**src/rtl/ej2_seq_if.sv**
```systemverilog
// Handshake and strobe bundle between the ej2 timing-signal sequencer and its controller.
interface ej2_seq_if #(
  parameter int CNT_W = 4
);
  logic             start;
  logic             hold;
  logic [CNT_W-1:0] loop_count;
  logic [3:0]       step_mask;
  logic [3:0]       t;
  logic             busy;
  logic             done;
  logic [CNT_W-1:0] pass_idx;

  modport master (
    output start, hold, loop_count, step_mask,
    input  t, busy, done, pass_idx
  );

  modport slave (
    input  start, hold, loop_count, step_mask,
    output t, busy, done, pass_idx
  );
endinterface

```
**src/rtl/ej2_sequencer.sv**
```systemverilog
// One-hot T0..T3 strobe generator for the ej2 datapath, run for a programmable number of passes.
// Macro EJ2_SEQ_MASK_EN: when defined step_mask selects the enabled steps, otherwise all four run.
module ej2_sequencer #(
  parameter int CNT_W = 4
) (
  input logic      clk,
  input logic      rst_n,
  ej2_seq_if.slave bus
);

  typedef enum logic [1:0] {S_IDLE, S_RUN, S_DONE} state_e;

  state_e           state_q, state_d;
  logic [3:0]       mask_q, mask_d;
  logic [CNT_W-1:0] cnt_q, cnt_d;
  logic [CNT_W-1:0] pass_q, pass_d;
  logic [1:0]       cur_q, cur_d;

  logic [3:0]       start_mask;
  logic [3:0]       higher;
  logic [CNT_W:0]   pass_nx;
  logic [CNT_W:0]   eff_cnt;

  function automatic logic [1:0] lowest_bit(input logic [3:0] m);
    logic [1:0] r;
    r = 2'd0;
    for (int i = 3; i >= 0; i--) begin
      if (m[i]) r = 2'(i);
    end
    return r;
  endfunction

  function automatic logic [3:0] bits_above(input logic [3:0] m, input logic [1:0] c);
    logic [3:0] keep;
    keep = 4'b1110 << c;
    return m & keep;
  endfunction

`ifdef EJ2_SEQ_MASK_EN
  assign start_mask = bus.step_mask;
`else
  assign start_mask = 4'b1111;
`endif

  assign higher  = bits_above(mask_q, cur_q);
  assign pass_nx = {1'b0, pass_q} + {{CNT_W{1'b0}}, 1'b1};
  // A programmed count of zero still runs a single pass.
  assign eff_cnt = (cnt_q == '0) ? {{CNT_W{1'b0}}, 1'b1} : {1'b0, cnt_q};

  always_ff @(posedge clk) begin
    if (!rst_n) begin
      state_q <= S_IDLE;
      mask_q  <= 4'b0000;
      cnt_q   <= '0;
      pass_q  <= '0;
      cur_q   <= 2'd0;
    end else begin
      state_q <= state_d;
      mask_q  <= mask_d;
      cnt_q   <= cnt_d;
      pass_q  <= pass_d;
      cur_q   <= cur_d;
    end
  end

  always_comb begin
    state_d = state_q;
    mask_d  = mask_q;
    cnt_d   = cnt_q;
    pass_d  = pass_q;
    cur_d   = cur_q;
    unique case (state_q)
      S_IDLE: begin
        if (bus.start) begin
          mask_d = start_mask;
          cnt_d  = bus.loop_count;
          pass_d = '0;
          cur_d  = lowest_bit(start_mask);
`ifdef EJ2_SEQ_MASK_EN
          state_d = (start_mask != 4'b0000) ? S_RUN : S_DONE;
`else
          state_d = S_RUN;
`endif
        end
      end
      S_RUN: begin
        if (!bus.hold) begin
          if (higher != 4'b0000) begin
            cur_d = lowest_bit(higher);
          end else if (pass_nx < eff_cnt) begin
            pass_d = pass_nx[CNT_W-1:0];
            cur_d  = lowest_bit(mask_q);
          end else begin
            state_d = S_DONE;
          end
        end
      end
      S_DONE:  state_d = S_IDLE;
      default: state_d = S_IDLE;
    endcase
  end

  always_comb begin
    bus.t        = 4'b0000;
    bus.busy     = 1'b0;
    bus.done     = 1'b0;
    bus.pass_idx = pass_q;
    unique case (state_q)
      S_RUN: begin
        bus.busy = 1'b1;
        if (!bus.hold) bus.t = 4'b0001 << cur_q;
      end
      S_DONE:  bus.done = 1'b1;
      default: ;
    endcase
  end

endmodule

```
**src/flat_wrapper.sv**
```systemverilog
// flat-port wrapper written by rule: the top's interface ports become plain ports
module ej2_sequencer_flat 
#(
  parameter int CNT_W = 4
)
  (clk, rst_n, bus_start, bus_hold, bus_loop_count, bus_step_mask, bus_t, bus_busy, bus_done, bus_pass_idx);
  ej2_seq_if #(.CNT_W(CNT_W)) bus_i ();
  input logic clk;
  input logic rst_n;
  input wire logic [$bits(bus_i.start)-1:0] bus_start;
  input wire logic [$bits(bus_i.hold)-1:0] bus_hold;
  input wire logic [$bits(bus_i.loop_count)-1:0] bus_loop_count;
  input wire logic [$bits(bus_i.step_mask)-1:0] bus_step_mask;
  output wire logic [$bits(bus_i.t)-1:0] bus_t;
  output wire logic [$bits(bus_i.busy)-1:0] bus_busy;
  output wire logic [$bits(bus_i.done)-1:0] bus_done;
  output wire logic [$bits(bus_i.pass_idx)-1:0] bus_pass_idx;
  assign bus_i.start = bus_start;
  assign bus_i.hold = bus_hold;
  assign bus_i.loop_count = bus_loop_count;
  assign bus_i.step_mask = bus_step_mask;
  assign bus_t = bus_i.t;
  assign bus_busy = bus_i.busy;
  assign bus_done = bus_i.done;
  assign bus_pass_idx = bus_i.pass_idx;
  ej2_sequencer #(.CNT_W(CNT_W)) u_core (.clk(clk), .rst_n(rst_n), .bus(bus_i));
endmodule
```
**config.mk**
```make
export PLATFORM = sky130hd
export DESIGN_NAME = ej2_sequencer_flat
export DESIGN_NICKNAME = d
export VERILOG_FILES = /design/src/rtl/ej2_seq_if.sv /design/src/rtl/ej2_sequencer.sv /design/src/flat_wrapper.sv
export SDC_FILE = /design/constraint.sdc
export NUM_CORES = 1
export LEC_CHECK = 0
export ABC_AREA = 1
export CAP_MARGIN = 5
export CORE_MARGIN = 3
export CORE_UTILIZATION = 42
export CTS_CLUSTER_SIZE = 12
export DETAILED_ROUTE_END_ITERATION = 10
export GPL_TIMING_DRIVEN = 0
export PLACE_DENSITY = 0.74
export SLEW_MARGIN = 30
export SYNTH_ARGS = -nofsm -noshare
export SYNTH_HDL_FRONTEND = slang
export SYNTH_SLANG_ARGS = --single-unit
export TNS_END_PERCENT = 50
```
**constraint.sdc**
```tcl
create_clock -name clk -period 1.7 [get_ports clk]
set_input_delay 0.34 -clock clk [delete_from_list [all_inputs] [get_ports clk]]
set_output_delay 0.34 -clock clk [all_outputs]
set_load 0.03 [all_outputs]
```
Yosys cells after proc, flatten, opt, wreduce, memory -nomap -nowiden
Cells that the tools add are included.
- register bits: 13
- input bits: 12
- output and inout bits: 10
- word-level logic and storage cells: 54
- add/subtract/negate cells: 1
- $lt $le $gt $ge: 1
- eq/ne operators: 8
- shifts and indexed selects: 2
- mux-type cells: 28
- bitwise gates (word level): 1
- reduce and logical (&&, ||, !) cells: 8
- operator list (kind ; count):
    2-bit 2-to-1 mux ; 16
    4-bit 2-to-1 mux ; 7
    2-bit != test (second input constant) ; 4
    2-bit case mux with 2 select lines ; 2
    4-bit case mux with 2 select lines ; 1
    4-bit AND reduction ; 2
    4-bit by 1-bit adder with 5-bit output (second input constant) ; 1
    5-bit < comparator ; 1
    5-bit AND reduction ; 1
    4-bit AND ; 1
    4-bit zero test ; 1
    4-bit nonzero test ; 1
    1-bit by 2-bit << shifter with 4-bit output (first input constant) ; 1
    4-bit by 2-bit << shifter with 4-bit output (first input constant) ; 1
    3-bit by 1-bit != test with 1-bit output (second input constant) ; 1
    2-bit by 1-bit equality test with 1-bit output (second input constant) ; 1
    2-bit equality test (second input constant) ; 1
    2-bit zero test ; 1
    1-bit 2-to-1 mux ; 2
    2-bit by 1-bit != test with 1-bit output (second input constant) ; 1
    2-bit AND reduction ; 1
    2-bit nonzero test ; 1

Longest topological paths before layout
- depth in word-level cells: 9
- mapped depth: 12
- mapped depth without buffers: 12

Worst setup path before layout
Ideal clock, no wire load.
- path kind: reg-to-output
- start: reg u_core.state_q[0]
- end: out bus_t[1]
- arrival time: 1732 ps
- data required time: 1360 ps
- path slack: -372 ps
- cell stages (with the launch flop): 7
- buffers on the path: 1
- cell sequence: dfxtp_1 > inv_2 > nor2_4 > inv_2 > or2_1 > buf_6 > nor3_1
- cells in the longest elaborated chain, start to end: 2
- RTL lines (what ; line ; text):
    start, declared ; ej2_sequencer.sv:13 ; state_e state_q, state_d;
    start signal, assigned ; ej2_sequencer.sv:58 ; state_q <= state_d;
    2-bit by 1-bit equality test with 1-bit output ; ej2_sequencer.sv:108 ; unique case (state_q)
    4-bit 2-to-1 mux ; ej2_sequencer.sv:108 ;
    end, declared ; flat_wrapper.sv:14 ; output wire logic [$bits(bus_i.t)-1:0] bus_t;
No other way between the ends.

Worst setup path in the final report
- start: reg u_core.pass_q[0], in the netlist u_core.bus.pass_idx[0]
- end: reg u_core.cur_q[1]
- cells in the longest elaborated chain, start to end: 4
- RTL lines (what ; line ; text):
    start, declared ; ej2_sequencer.sv:16 ; logic [CNT_W-1:0] pass_q, pass_d;
    start signal, assigned ; ej2_sequencer.sv:61 ; pass_q <= pass_d;
    4-bit by 1-bit adder with 5-bit output ; ej2_sequencer.sv:46 ; assign pass_nx = {1'b0, pass_q} + {{CNT_W{1'b0}}, 1'b1};
    5-bit < comparator ; ej2_sequencer.sv:90 ; end else if (pass_nx < eff_cnt) begin
    3-bit by 1-bit != test with 1-bit output (no line) ; n/a ;
    4-bit AND reduction (no line) ; n/a ;
    end signal, assigned ; ej2_sequencer.sv:62 ; cur_q <= cur_d;
    end, declared ; ej2_sequencer.sv:17 ; logic [1:0] cur_q, cur_d;
No other way between the ends.
A chain may end at the register's enable or synchronous reset.

==> results.env <==
GRT_FIRST_PASS_WIRELENGTH_UM=3290
TRITONCTS.NUM_BUFFERS=3
DRT_FIRST_ITER_VIOLATIONS=10
SETUP-VIOLATIONS-FINAL=12
ANTENNA-DIODE-COUNT=0
PATH_MAX_FANOUT=4
ROUTED_WL_UM=1890
DETAIL_ROUTE.VIAS_PER_CELL=4.72
TRITONCTS='done'
PATH_CLK_SLEW_NS=0.09
CP_SLOWEST_STAGE_DELAY_NS=0.37
FIN_WORST_HOLD_SLACK_NS=0.467
POSTSYNTHCELLCOUNT=123
MAX-CAP-VIOLATIONS=0
CTS.SINK_COUNT=13
DRTANTENNAVIOLNETS=0
CRIT_CHAIN='ha_4, xor2_2, ha_1, a21oi_2, nor2_1, nor2_1, nand2_1, buf_4, nand3_2, nand3_1, nand2_1, nor2_1'
POSTSYNTHREGISTERBITS=13
SYNTHDOMINANTCELLAREASHARE_PCT=32.1
CORE_AREA_SQ_UM=1760
YOSYS_WARNINGS=0
DRT_DRC_VIOLATIONS_LEFT=0
SYNTH_LARGEST_AREA_CELL='sky130_fd_sc_hd__dfxtp_1'
GRT-OVFL-TOTAL=0
CLOCKROOTBUFFER='sky130_fd_sc_hd__clkbuf_4'
RSZ0062_AT_GRT='true'
DETAIL_ROUTE.WL_PER_CELL_UM=10.5
GP_CONGESTION=0.791
INSERTION_DELAY_NS=0.28
FINAL.PERIOD_UTILIZATION_PCT=114
PERIOD_MINUS_SLACK_NS=1.94
FP.DIEW_UM=49.9
NUM_VIAS=845
SYNTH_FP_NETS=139
CPLARGESTDELAYFAMILY='simple AND/OR/NAND/NOR gates'
DIE-HEIGHT_UM=49.9
PLACE_WS_NS=-0.630
IO_PINS=22
SYNTH.CELL_AREA_SQ_UM=810
YS_TOP_CELLS_BY_AREA='sky130_fd_sc_hd__dfxtp_1, sky130_fd_sc_hd__nand2_1, sky130_fd_sc_hd__inv_1, sky130_fd_sc_hd__nor2_1, sky130_fd_sc_hd__ha_1'
DP_HPWL_UM=1310
FP.DIEAREA_SQ_UM=2490
GRT_START_MAX_NET_PINS=11
YOSYSSEQAREASHARE_PCT=32.1
LONGEST_CLK_PATH_BUFS=2
PLACE.PORT_BUFFERS=17
TIMING.CRITICAL_PATH.REQUIRED_NS=1.88
START_UTIL_PCT=45.9
CRIT_TYPE='flip-flop to flip-flop'
WORST_SLEW_MARGIN_REL_PCT=75.6
WORSTMARGINPINSLEW_NS=0.366
SYNTH-EDFF-COUNT=0
GRTUSAGETOTAL_PCT=17.5
AREA_GROWTH_PCT=48.7
WORST_SETUP_PATH_START_KIND='flip-flop'
POST_SYNTH.CELL_AREA_AVG_SQ_UM=6.58
YOSYSMOSTFREQUENTCELL='sky130_fd_sc_hd__nand2_1'
DRT_FIRST_PASS_ITERS=4
BUF_INV_STAGES_CRIT_PATH=1
CRITPATHMOSTFREQUENTCELL='sky130_fd_sc_hd__nor2_1'
STATUS='finished with violations'
POWER.DENSITY_nW_PER_UM2=1600
CLOCK.FMAX_GHz=0.515
CRITICAL_PATH_ARRIVAL_NS=2.12
SYNTH_TOP_FLOP_CELL='sky130_fd_sc_hd__dfxtp_1'
YS_TOP_CELLS_BY_COUNT='sky130_fd_sc_hd__nand2_1, sky130_fd_sc_hd__inv_1, sky130_fd_sc_hd__nor2_1'
NUMBER_OF_GLOBAL_ROUTE_VIAS_BEFORE_REPAIR=804
WORSTSETUPENDPOINTTYPE='flip-flop'
TIMING.FINAL.MAX_SLEW_VIOLATIONS=0
HOLD_BUFFERS=0
FLOORPLAN.ROWS=15
LAYOUT_CELLS_SIZED_ABOVE_1_PCT=27.9
LAYOUT.NETS=171
NUMBER_OF_ANTENNA_VIOLATIONS_AT_THE_FIRST_CHECK_IN_GLOBAL_ROUTING=0
YOSYSUNIQUECELLTYPES=20
MIN-DELAY-PATH-CLASS='flip-flop to flip-flop'
FINCLKSKEW_NS=0.00300
CRITICAL_PATH.SLOWEST_CELL='sky130_fd_sc_hd__dfxtp_4'
SYNTH_ASYNC_SR_FLOP_SHARE_PCT=0
FIN_WS_NS=-0.242
VDD_DROP_MAX_mV=0.876
FINAL-HOLD-VIOLATION-COUNT=0
POWER.LEAKAGE_uW=0.000587
FAILED_CHECKS='setup timing'
HTREE_LEVELS=1
[path summary, 6_finish.rpt]
path	start	to	slack (ns)	cells past startpoint
min reg2reg	u_core.mask_q[0]$_SDFFE_PN0P_	u_core.mask_q[0]$_SDFFE_PN0P_	0.47	2
min	u_core.mask_q[0]$_SDFFE_PN0P_	u_core.mask_q[0]$_SDFFE_PN0P_	0.47	2
max	u_core.bus.pass_idx[0]$_SDFFE_PN0P_	u_core.cur_q[1]$_SDFFE_PN0P_	-0.24	12
max reg2reg	u_core.bus.pass_idx[0]$_SDFFE_PN0P_	u_core.cur_q[1]$_SDFFE_PN0P_	-0.24	12
[cell families (layout without fill, tap and decap cells)]
group | count (synthesis) | in the layout | synth area share [%]
adder cells (fa/ha/maj) | 4 | 4 | 6.18
XOR/XNOR | 2 | 2 | 2.16
flip-flops | 13 | 13 | 32.1
AO/OA/AOI/OAI | 13 | 13 | 8.35
buffers and inverters | 27 | 58 | 13.9
AND/OR/NAND/NOR | 64 | 64 | 37.2
[layout by cell type, fill, tap and decap left out, types with 4 or more instances in the layout]
cell,n
sky130_fd_sc_hd__nand2_1,29
sky130_fd_sc_hd__inv_1,22
sky130_fd_sc_hd__nor2_1,14
sky130_fd_sc_hd__buf_4,11
sky130_fd_sc_hd__clkdlybuf4s50_1,8
sky130_fd_sc_hd__a21oi_1,7
sky130_fd_sc_hd__dfxtp_1,7
sky130_fd_sc_hd__buf_6,5
sky130_fd_sc_hd__nand3_1,4
sky130_fd_sc_hd__nand4_1,4
sky130_fd_sc_hd__o21ai_0,4
[repair_timing]
item                                   in CTS  in global routing
gates resized for setup                    40                  7
endpoints found under the hold margin       0                  0
setup endpoints to repair                  14                 14
buffers inserted                            8                  2
pin swaps                                   7                  3
[cell type report]
class / count / area (sq um)
Timing Repair Buffer: 27 / 244
Clock buffer: 4 / 26.3
Multi-Input combinational cell: 83 / 514
Fill cell: 158 / 561
Sequential cell: 13 / 275
Buffer: 3 / 22.5
Inverter: 24 / 90.1
Tap cell: 25 / 31.3
[flip-flops by register name (all words and copies together), names as in the netlist]
| signal | count |
|---|---|
| u_core.bus.pass_idx | 4 |
| u_core.cnt_q | 4 |
| u_core.cur_q | 2 |
| u_core.mask_q | 1 |
| u_core.state_q | 2 |
[per-stage QoR]
| step | setup TNS (ns) | instance area (sq um) | total power [uW] | utilization, % | std cells |
|---|---|---|---|---|---|
| 4_1_cts | -1.38 | 1170 | 1820 | 66.4 | 177 |
| 2_1_floorplan | -0.767 | 852 | 1240 | - | 123 |
| 3_5_place_dp | -3.70 | 1050 | 1490 | 59.7 | 165 |
| 6_report | -1.75 | 1200 | 1930 | 68.2 | 179 |
| 5_1_grt | -3.01 | 1200 | 2110 | 68.2 | 179 |
| 3_3_place_gp | -3.12 | 1050 | 1460 | 59.7 | 165 |
[power by group]
group	switching [uW]	internal [uW]	leakage (uW)
combinational	697	530	0.000461
sequential	86.5	409	0.000111
clock	112	91.1	0.0000150
total	897	1030	0.000587
[layer usage]
| layer | global-route usage (%) | wire length, um | up-vias |
|---|---|---|---|
| met5 | 0 | 0 | - |
| met4 | 9.22 | 31 | 0 |
| met3 | 4.53 | 85 | 5 |
| met2 | 28.9 | 957 | 17 |
| met1 | 20.6 | 813 | 381 |
| li1 | - | - | 442 |
[worst register-to-register path: cells and delay by family (launching register included)]
kind / cells / cell delay (ns)
buffers and inverters: 1 / 0.15
xor gates and xnor gates: 1 / 0.15
and+or+nand+nor: 7 / 0.59
DFF: 1 / 0.37
adders and majority gates: 2 / 0.46
AOI/OAI and AO/OA: 1 / 0.13
Power figures use the tool's default switching activity.
